## config.mk

```make
export PLATFORM = sky130hd
export DESIGN_NAME = phy_tx_serializer_flat
export DESIGN_NICKNAME = d
export VERILOG_FILES = /design/src/rtl/phy_tx_serializer_if.sv /design/src/rtl/phy_tx_serializer.sv /design/src/flat_wrapper.sv
export SDC_FILE = /design/constraint.sdc
export NUM_CORES = 1
export LEC_CHECK = 0
export ABC_AREA = 1
export BUFFER_PORTS_ARGS = -buffer_cell sky130_fd_sc_hd__clkbuf_2
export CAP_MARGIN = 25
export CORE_ASPECT_RATIO = 0.9
export CORE_UTILIZATION = 35
export DETAILED_ROUTE_END_ITERATION = 16
export SLEW_MARGIN = 25
export SYNTH_ARGS = -nofsm -noshare
export SYNTH_HDL_FRONTEND = slang
export SYNTH_SLANG_ARGS = --single-unit
```

## constraint.sdc

```tcl
create_clock -name clk_32f -period 1.8 [get_ports clk_32f]
set_input_delay 0.36 -clock clk_32f [delete_from_list [all_inputs] [get_ports clk_32f]]
set_output_delay 0.36 -clock clk_32f [all_outputs]
set_load 0.02 [all_outputs]
```

## src/rtl/phy_tx_serializer_if.sv

```systemverilog
// Word handshake between a word source and the two-lane serializer.
interface phy_tx_serializer_if;
    logic [31:0] data_in;
    logic        valid_in;
    logic        in_ready;

    modport master (output data_in, output valid_in, input in_ready);
    modport slave  (input data_in, input valid_in, output in_ready);
endinterface

```

## src/rtl/phy_tx_serializer.sv

```systemverilog
// Two-lane serializer: sends a comma preamble, then stripes 32-bit words as
// a high byte pair followed by a low byte pair, one bit per lane per clock.
module phy_tx_serializer #(
    parameter int unsigned N_SYNC = 4,
    parameter logic [7:0]  COMMA  = 8'hBC
) (
    input  logic               clk_32f,
    input  logic               reset,
    phy_tx_serializer_if.slave txIf,
    output logic               serial_data_0,
    output logic               serial_data_1,
    output logic               sync_done
);

    typedef enum logic [1:0] {SYNC, IDLE, DATA_HI, DATA_LO} state_e;

    localparam int SW = (N_SYNC < 1) ? 1 : $clog2(N_SYNC + 1);
    localparam logic [SW-1:0] NSYNC_C = SW'(N_SYNC);

    state_e        state_q;
    logic [2:0]    bitCnt_q;
    logic [SW-1:0] syncCnt_q;
    logic [31:0]   hold_q;
    logic [31:0]   cur_q;
    logic          holdFull_q;
    logic [7:0]    shift0_q;
    logic [7:0]    shift1_q;
    logic          syncDone_q;
    logic          accept;

    assign txIf.in_ready = !holdFull_q && !reset;
    assign accept        = txIf.valid_in && !holdFull_q;

    // Lane outputs are the MSB of each shift register, so they come straight from flops.
    assign serial_data_0 = shift0_q[7];
    assign serial_data_1 = shift1_q[7];
    assign sync_done     = syncDone_q;

    // A new byte pair is chosen whenever the bit counter wraps to zero; accept can
    // only happen while the holding register is empty, so it never races the clear.
    always_ff @(posedge clk_32f) begin
        if (reset) begin
            state_q    <= SYNC;
            bitCnt_q   <= 3'd0;
            syncCnt_q  <= '0;
            hold_q     <= 32'd0;
            cur_q      <= 32'd0;
            holdFull_q <= 1'b0;
            shift0_q   <= 8'd0;
            shift1_q   <= 8'd0;
            syncDone_q <= 1'b0;
        end else begin
            bitCnt_q <= bitCnt_q + 3'd1;

            if (accept) begin
                hold_q     <= txIf.data_in;
                holdFull_q <= 1'b1;
            end

            if (bitCnt_q == 3'd0) begin
                if (state_q == SYNC && syncCnt_q != NSYNC_C) begin
                    syncCnt_q <= syncCnt_q + SW'(1);
                    shift0_q  <= COMMA;
                    shift1_q  <= COMMA;
                end else begin
                    syncDone_q <= 1'b1;
                    if (state_q == DATA_HI) begin
                        state_q  <= DATA_LO;
                        shift0_q <= cur_q[15:8];
                        shift1_q <= cur_q[7:0];
                    end else if (holdFull_q) begin
                        state_q    <= DATA_HI;
                        cur_q      <= hold_q;
                        holdFull_q <= 1'b0;
                        shift0_q   <= hold_q[31:24];
                        shift1_q   <= hold_q[23:16];
                    end else begin
                        state_q  <= IDLE;
                        shift0_q <= COMMA;
                        shift1_q <= COMMA;
                    end
                end
            end else begin
                shift0_q <= {shift0_q[6:0], 1'b0};
                shift1_q <= {shift1_q[6:0], 1'b0};
            end
        end
    end

endmodule

```

## src/flat_wrapper.sv

```systemverilog
// flat-port wrapper written by rule: the top's interface ports become plain ports
module phy_tx_serializer_flat 
#(
    parameter int unsigned N_SYNC = 4,
    parameter logic [7:0]  COMMA  = 8'hBC
)
  (clk_32f, reset, serial_data_0, serial_data_1, sync_done, txIf_data_in, txIf_valid_in, txIf_in_ready);
  phy_tx_serializer_if txIf_i ();
  input  logic clk_32f;
  input  logic reset;
  output logic serial_data_0;
  output logic serial_data_1;
  output logic sync_done;
  input wire logic [$bits(txIf_i.data_in)-1:0] txIf_data_in;
  input wire logic [$bits(txIf_i.valid_in)-1:0] txIf_valid_in;
  output wire logic [$bits(txIf_i.in_ready)-1:0] txIf_in_ready;
  assign txIf_i.data_in = txIf_data_in;
  assign txIf_i.valid_in = txIf_valid_in;
  assign txIf_in_ready = txIf_i.in_ready;
  phy_tx_serializer #(.N_SYNC(N_SYNC), .COMMA(COMMA)) u_core (.clk_32f(clk_32f), .reset(reset), .txIf(txIf_i), .serial_data_0(serial_data_0), .serial_data_1(serial_data_1), .sync_done(sync_done));
endmodule
```

# Word-level counts from Yosys, hierarchy flattened
# Index checks and enable logic that the tools add are counted.
# totals
reg_bits,74
in_bits,35
out_inout_bits,4
wordCells,44
# classes
add_sub_neg,2
eq_ne,2
n_mux,15
bitwise_logic,3
reduce_logical,11
# ops
operator,n
two-way mux 8 bit,8
adder 3 x 1 -> 3 bit (second input constant),2
two-way mux 1 bit,5
two-way mux 2 bit,2
AND reduction 2 bit,2
AND reduction 4 bit,1
logical AND 1 bit,3
zero test 3 bit,1
!= test 3 bit (second input constant),1
NOT 1 bit,3
OR reduction 3 bit,1
equality test 2 bit (second input constant),1
zero test 1 bit,2
zero test 2 bit,1

# Longest topological paths before layout
# Gate-level depths: netlist of the first run.
# logic_depth
ltp_word,7
depth_mapped,9
mapped_depth_nobuf,8

# Least setup slack after synthesis of the first run
# Ideal clock, no wire load.
# synth_timing
path_type,input-to-output
from,input port reset
to,output port txIf_in_ready
arrival_time_ns,1.007
required_ns,1.440
slack_ns,0.433
path_stages,3
path_buffers,2
path_cell_list,buf_2 buf_1 nor2_1
# synth_between
elab_chain_len,2
# synth_lines
item,line,text
"start, declared",flat_wrapper.sv:10,input logic reset;
zero test 1 bit,phy_tx_serializer.sv:31,assign txIf.in_ready = !holdFull_q && !reset;
logical AND 1 bit,phy_tx_serializer.sv:31,
"end, declared",flat_wrapper.sv:16,output wire logic [$bits(txIf_i.in_ready)-1:0] txIf_in_ready;
# Every way passes these cells.

# Worst setup path after layout of the first run
# layout_timing
from,register u_core.syncCnt_q[0]
to,register u_core.shift1_q[1]
# layout_between
elab_chain_len,4
# layout_lines
item,line,text
"start, declared",phy_tx_serializer.sv:22,logic [SW-1:0] syncCnt_q;
"start signal, assigned",phy_tx_serializer.sv:62,syncCnt_q <= syncCnt_q + SW'(1);
!= test 3 bit,phy_tx_serializer.sv:61,if (state_q == SYNC && syncCnt_q != NSYNC_C) begin
logical AND 1 bit,phy_tx_serializer.sv:61,
two-way mux 8 bit,phy_tx_serializer.sv:61,
two-way mux 8 bit,phy_tx_serializer.sv:60,if (bitCnt_q == 3'd0) begin
"end signal, assigned",phy_tx_serializer.sv:70,shift1_q <= cur_q[7:0];
"end signal, assigned",phy_tx_serializer.sv:76,shift1_q <= hold_q[23:16];
"end signal, assigned",phy_tx_serializer.sv:85,"shift1_q <= {shift1_q[6:0], 1'b0};"
"end, declared",phy_tx_serializer.sv:27,logic [7:0] shift1_q;
# Every way passes these cells.
# A chain may end at the register's enable or synchronous reset.

==> results.md, run 1 <==
* Clock buffer depth at 2
* Final ANT Viol Nets at 0
* Status: finished, final reports clean
* Multi-input gate area at 1280 um2
* Synth top area cells: dfxtp_1, nor2_1, nand2_1
* CP Class: reg2reg
* Hpwl dp at ~4300 um
* GRT overflow at 0
* Synthesis-stage register bit count at 74
* Cell taking the most area after synthesis: dfxtp_1
* R2R depth at 8
* Sw Share at between 20% and 30%
* Total Wirelength at a little over 6000 um
* Initial antenna violation count at 0
* Placed cell count at 556
* Worst Path Max Fanout at 11
* TritonCTS Buffers at 9
* Nets@finish at slightly below 500
* Mapped Cells at 418
* Final Non-Filler Cells at 571
* Tcrit/Tclk final at 83.9%
* Via count of the routed design at 2559
* DRT Pass-1 Iters at 4
* Vias per cell at around 4.5
* Final hold vios at 0
* Horiz. Die Dim at 101 um
* H-Tree Depth at 3
* P_sw at 945 uW
* Power Dens Cells at 1040 nW/um2
* Crit end category: register
* Worst setup SP type: register
* Setup Fix Bufs, Post-CTS at 0
* Hold slack at about 270 ps
* Synth Flop Type: dfxtp_1
* Sink Count at 74
* Vias in the first global route at between 2000 and 2500
* Sequential area share after synthesis at between 40% and 50%
* Slew HR at just over 70%
* Row count at 32
* Library cells used by synthesis at 25
* Cell Area, Synth at 3110 um2
* GR Util met3 at between 4 and 5%
* Routability cong. at 0.753
* # IOs at 39
* Filler instances at 921
* Synthesized area per cell at 7.44 um2
* Core area at roughly 8600 um2
* Comb power frac at 12.8%
* Worst path required time at 2020 ps
* Final setup vio count at 0
* Worst-margin pin slew at 424 ps
* Die area at roughly 9300 um2
* Post-route DRC violation count at 0
* Min-delay worst type: in2reg
* First-pass GRT wire length at around 11000 um
* M2 GR Usage at roughly a quarter
* Reg power frac at between 40% and 50%
* Antenna fix cells at 0
* Fin Clk Skew at 8.82 ps
* Clk root buf: clkbuf_8
* Layout cell share with drive strength beyond 1 at 16.2%
* Number of cells on the worst hold path at 3
* Pleak at between 0.0015 and 0.002 uW
* Slew Viols, Final at 0
* Met1 Track Usage GR at around 18%
* Area occupied by registers at approximately 1500 um2
* DRT iter0 DRCs at 133
* RSZ-0062 raised after global routing: false
* Aggregate global-route resource usage at roughly 15%
* EDFF count, synth at 0
* Cts hold-fix bufs at 0
* Avg WL per Cell at 10.9 um
* IO Port Bufs at 38
* Worst VDD drop at 0.392 mV
* Final TNS setup at 0 ps
* Die Ht at about 90 um
* Starting Density at a little over a third
* Clk pin slew, worst setup/hold paths at approximately 70 ps
* Global routing's busiest layer: met2
* Fmax at 662 MHz
* FF-to-FF setup slack at 290 ps
* Clk pwr share at 38.0%
* CTS tree: yes
* Crit path DAT at 1730 ps
* Largest net degree at the start of global routing at 50
* Post-synth top area share at 47.6%
* Asr flop ratio synth at 0%
* Max Cap Violations at 0
* Worst skew pair latency at about 340 ps
* P_int at 2740 uW
* Synth Warn # at 0
* P&R area growth vs syn at 13.8%
* Post-cts resize count at 0
* Post-layout min period at 1510 ps
* Syn Nets at 457
[cells in the final DEF (no fill, tap or decap), drive strengths merged]
master | synthesis | routed
nor2 | 106 | 106
dfxtp | 74 | 74
nand2 | 59 | 59
o21ai | 48 | 48
clkbuf | 5 | 48
inv | 38 | 38
a21oi | 37 | 37
nand3 | 23 | 23
buf | 21 | 7
ha | 4 | 4
clkinv | 0 | 3
bufinv | 0 | 2
o21bai | 1 | 1
xor2 | 1 | 1
xnor2 | 1 | 1
[power by group through the flow]
stage	clock network (uW)	logic, uW	registers (uW)
after global routing	1510	549	1820
after CTS	1440	481	1810
after detailed placement	0	478	1850
after global placement	0	469	1850
after floorplan	0	377	1840
final	1400	472	1810
[per-layer routing]
| layer | up-vias | routed length, um |
|---|---|---|
| met1 | 1151 | 2990 |
| met4 | 0 | 43 |
| met5 | - | 0 |
| li1 | 1374 | - |
| met2 | 32 | 2980 |
| met3 | 2 | 193 |
[worst max-delay path, stage by stage, from the launching register on]
cell and delay, ps:
dfxtp_1 370, inv_1 70, ha_1 200, nand2_2 110
nand2_1 80, nand2_1 290, nor2_1 140, nand2_1 80
nand2_1 60
[cell usage after synthesis (2+ instances only)]
cell type / number
nand2_2: 2
nor2_1: 102
clkbuf_1: 3
inv_2: 3
a21oi_1: 37
nand3_1: 23
buf_4: 3
nand2_4: 2
buf_6: 11
o21ai_0: 38
buf_2: 6
o21ai_1: 10
inv_1: 34
nor2_2: 3
dfxtp_1: 74
nand2_1: 55
ha_1: 4
[state kept, by name, summed over array words and instances, names as in the netlist]
name	flops
u_core.state_q	2
u_core.shift1_q	8
u_core.holdFull_q	1
u_core.shift0_q	8
u_core.bitCnt_q	3
u_core.hold_q	32
u_core.syncCnt_q	3
u_core.cur_q	16
u_core.sync_done	1
[cells by family (layout without fill, tap and decap cells)]
kind of cell	Yosys count	after routing	share of synthesized area [%]
XOR/XNOR	2	2	0.563
buffers and inverters	64	98	11.2
AO/OA/AOI/OAI	86	86	14.3
AND/OR/NAND/NOR	188	188	24.7
flip-flops	74	74	47.6
adder cells (fa/ha/maj)	4	4	1.61
[metrics by stage]
step / setup WS (ps) / power, uW / util (%) / cell area, um2
6_report: 289 / 3690 / 41.1 / 3540
5_1_grt: 128 / 3880 / 41.1 / 3540
4_1_cts: 262 / 3730 / 41.1 / 3540
3_5_place_dp: 305 / 2330 / 38.6 / 3320
3_3_place_gp: 345 / 2320 / 38.6 / 3320
2_1_floorplan: 433 / 2220 / - / 3110
[cell type report]
| cell class | count | area share [%] |
|---|---|---|
| inverters | 38 | 4.10 |
| well taps | 119 | 4.20 |
| multi-input cells | 280 | 36.2 |
| repair buffers | 45 | 7.56 |
| clock buffers | 10 | 3.89 |
| clock inverters | 5 | 2.23 |
| flip-flops and latches | 74 | 41.8 |
[worst paths after layout]
check / from / to
worst max-delay path: u_core.syncCnt_q[0] / u_core.shift1_q[1]
worst min-delay path: txIf_data_in[22] / u_core.hold_q[22]
worst max register to register: u_core.syncCnt_q[0] / u_core.shift1_q[1]
worst min register to register: u_core.hold_q[15] / u_core.hold_q[15]
Note: power is estimated with default switching activity, not from simulation.
==> inputs of run 2 (changes only) <==
clock period = 1.5 ns   (was 1.8 ns; I/O delays follow)
==> results.md, run 2 (synthesized netlist as in run 1, its figures left out) <==
* DRT Pass-1 Iters at 4 (unchanged)
* Tcrit/Tclk final at 95.3% (+11 points)
* Antenna fix cells at 0 (unchanged)
* Max Cap Violations at 0 (unchanged)
* Hpwl dp at 4470 um (+3.7%)
* Top reg by flops: u_core.hold_q
* CP peak stage delay at 330 ps (-40 ps)
* # IOs at 39 (unchanged)
* CP Cell Sequence: inv_1 -> ha_1 -> inv_1 -> nor2_2 -> buf_4 -> nand3_1 -> o21ai_0 -> nor2_1
* Via count of the routed design at 2531 (-1.1%)
* Crit Reg-Reg Startpoint: u_core.bitCnt_q[0]
* GRT overflow at 0 (unchanged)
* Clk root buf: clkbuf_8
* Aggregate global-route resource usage at 14.8% (+0.22 points)
* Filler instances at 921 (unchanged)
* Clk pin slew, worst setup/hold paths at 80 ps (about the same)
* Die Ht at 91.5 um (unchanged)
* TritonCTS Buffers at 9 (unchanged)
* First-pass GRT wire length at 10800 um (+1.2%)
* Final TNS setup at 0 ps (unchanged)
* Clock buffer depth at 2 (unchanged)
* Sink Count at 74 (unchanged)
* Crit end category: register
* Fmax at 700 MHz (+5.7%)
* RSZ-0062 raised after global routing: true
* Vias per cell at 4.40 (-1.8%)
* Final hold vios at 0 (unchanged)
* FF-to-FF setup slack at 70 ps (-220 ps)
* Multi-input gate area at 1290 um2 (+0.39%)
* Slew Viols, Final at 0 (unchanged)
* IO Port Bufs at 38 (unchanged)
* CTS tree: yes
* Worst path required time at 1730 ps (-290 ps)
* Worst setup SP type: register
* Initial antenna violation count at 0 (unchanged)
* Crit path DAT at 1660 ps (-70 ps)
* Nets@finish at 490 (+0.62%)
* Post-route DRC violation count at 0 (unchanged)
* Final setup vio count at 0 (unchanged)
* Min-delay worst type: in2reg
* Worst VDD drop at 0.449 mV (+14%)
* Final ANT Viol Nets at 0 (unchanged)
* Setup Fix Bufs, Post-CTS at 0 (unchanged)
* Worst setup startpoint: u_core.bitCnt_q[0]
* Avg WL per Cell at 10.7 um (-1.7%)
* Worst skew pair latency at 340 ps (about the same)
* Worst-margin pin slew at 310 ps (-114 ps)
* Number of flip-flops in the largest register at 32 (unchanged)
* Hold Path Origin: txIf_data_in[19]
* Status: finished, final reports clean
* Slew HR at 79.3% (+7.6 points)
* Fin Clk Skew at 7.81 ps (-1.02 ps)
* Horiz. Die Dim at 101 um (unchanged)
* Routability cong. at 0.776 (+3.0%)
* H-Tree Depth at 3 (unchanged)
* Hold slack at 198 ps (-71.4 ps)
* Worst Path Max Fanout at 11 (unchanged)
* Row count at 32 (unchanged)
* Regs by FF count: u_core.hold_q (32), u_core.cur_q (16)
* Most frequent cells in the layout: nor2_1, dfxtp_1, nand2_1, o21ai_0, clkbuf_2
* Largest net degree at the start of global routing at 58 (+16%)
* Core area at 8610 um2 (unchanged)
* Post-layout min period at 1430 ps (-81.6 ps)
* Area occupied by registers at 1480 um2 (unchanged)
* Die area at 9270 um2 (unchanged)
* Power Dens Cells at 1260 nW/um2 (+21%)
* Commonest non-fill, non-tap cell in the layout: nor2_1
* DRT iter0 DRCs at 103 (-23%)
* CP dominant cell by count: inv_1
* Starting Density at 36.1% (unchanged)
* Critical-path top delay cell: dfxtp_1
* Pleak at 0.00156 uW (+2.8%)
* Total Wirelength at 6140 um (-0.98%)
* CP Class: reg2reg
* Layout cell share with drive strength beyond 1 at 16.9% (+0.74 points)
* Vias in the first global route at 2406 (-1.5%)
* P&R area growth vs syn at 16.2%
[run 2: cell types whose count changed in the layout (fill, tap and decap cells not counted), sizes merged]
cell / previous run / this run
clkinv: 3 / 1
buf: 7 / 10
clkbuf: 48 / 50
clkinvlp: 0 / 1
[run 2: timing repair]
item / in CTS / in global routing
endpoints found under the hold margin: 0 / 0
endpoints found under the setup margin: 0 / 4
hold buffers: 0 / 0
resized for setup: 0 / 1
[run 2: worst paths after layout]
check	endpoint	cells past startpoint
min	u_core.hold_q[19]	3
max	u_core.syncCnt_q[0]	8
min reg2reg	u_core.bitCnt_q[0]	1
max reg2reg	u_core.syncCnt_q[0]	8
[run 2: power breakdown]
group	internal (uW)	total, uW	switching [uW]
clock	1070	1800	728
sequential	2110	2170	65.8
combinational	230	586	356
total	3410	4560	1150
[run 2: stage by stage]
| step | setup slack (ps) | instance area [um2] | total power [uW] | cells | util [%] |
|---|---|---|---|---|---|
| 2_1_floorplan | 253 | 3110 | 2660 | 418 | - |
| 3_3_place_gp | 174 | 3370 | 2790 | 559 | 39.2 |
| 3_5_place_dp | 88.5 | 3370 | 2810 | 559 | 39.2 |
| 4_1_cts | 68.6 | 3610 | 4600 | 575 | 41.9 |
| 5_1_grt | -45.5 | 3610 | 4790 | 575 | 42.0 |
| 6_report | 71.1 | 3610 | 4560 | 575 | 42.0 |
[run 2: worst max-delay path, delay by kind of cell (launching register included)]
| family | cells | cell delay, ps |
|---|---|---|
| compound gates | 1 | 190 |
| simple gates | 3 | 280 |
| flops | 1 | 330 |
| fa+ha+maj | 1 | 200 |
| buf+inv | 3 | 310 |
[run 2: final cells by class]
class	instances	share of cell area, %
multi-input cells	280	35.6
clock buffers	12	4.57
flip-flops and latches	74	41.0
clock inverters	4	2.01
repair buffers	48	8.72
inverters	38	4.02
well taps	119	4.12
[run 2: per-layer routing]
layer / wire length (um) / up-vias / global-route usage, %
met5: 0 / - / 0
met4: 123 / 0 / 6.04
met3: 187 / 12 / 4.31
met2: 2880 / 31 / 23.8
met1: 2950 / 1109 / 18.5
li1: - / 1379 / -
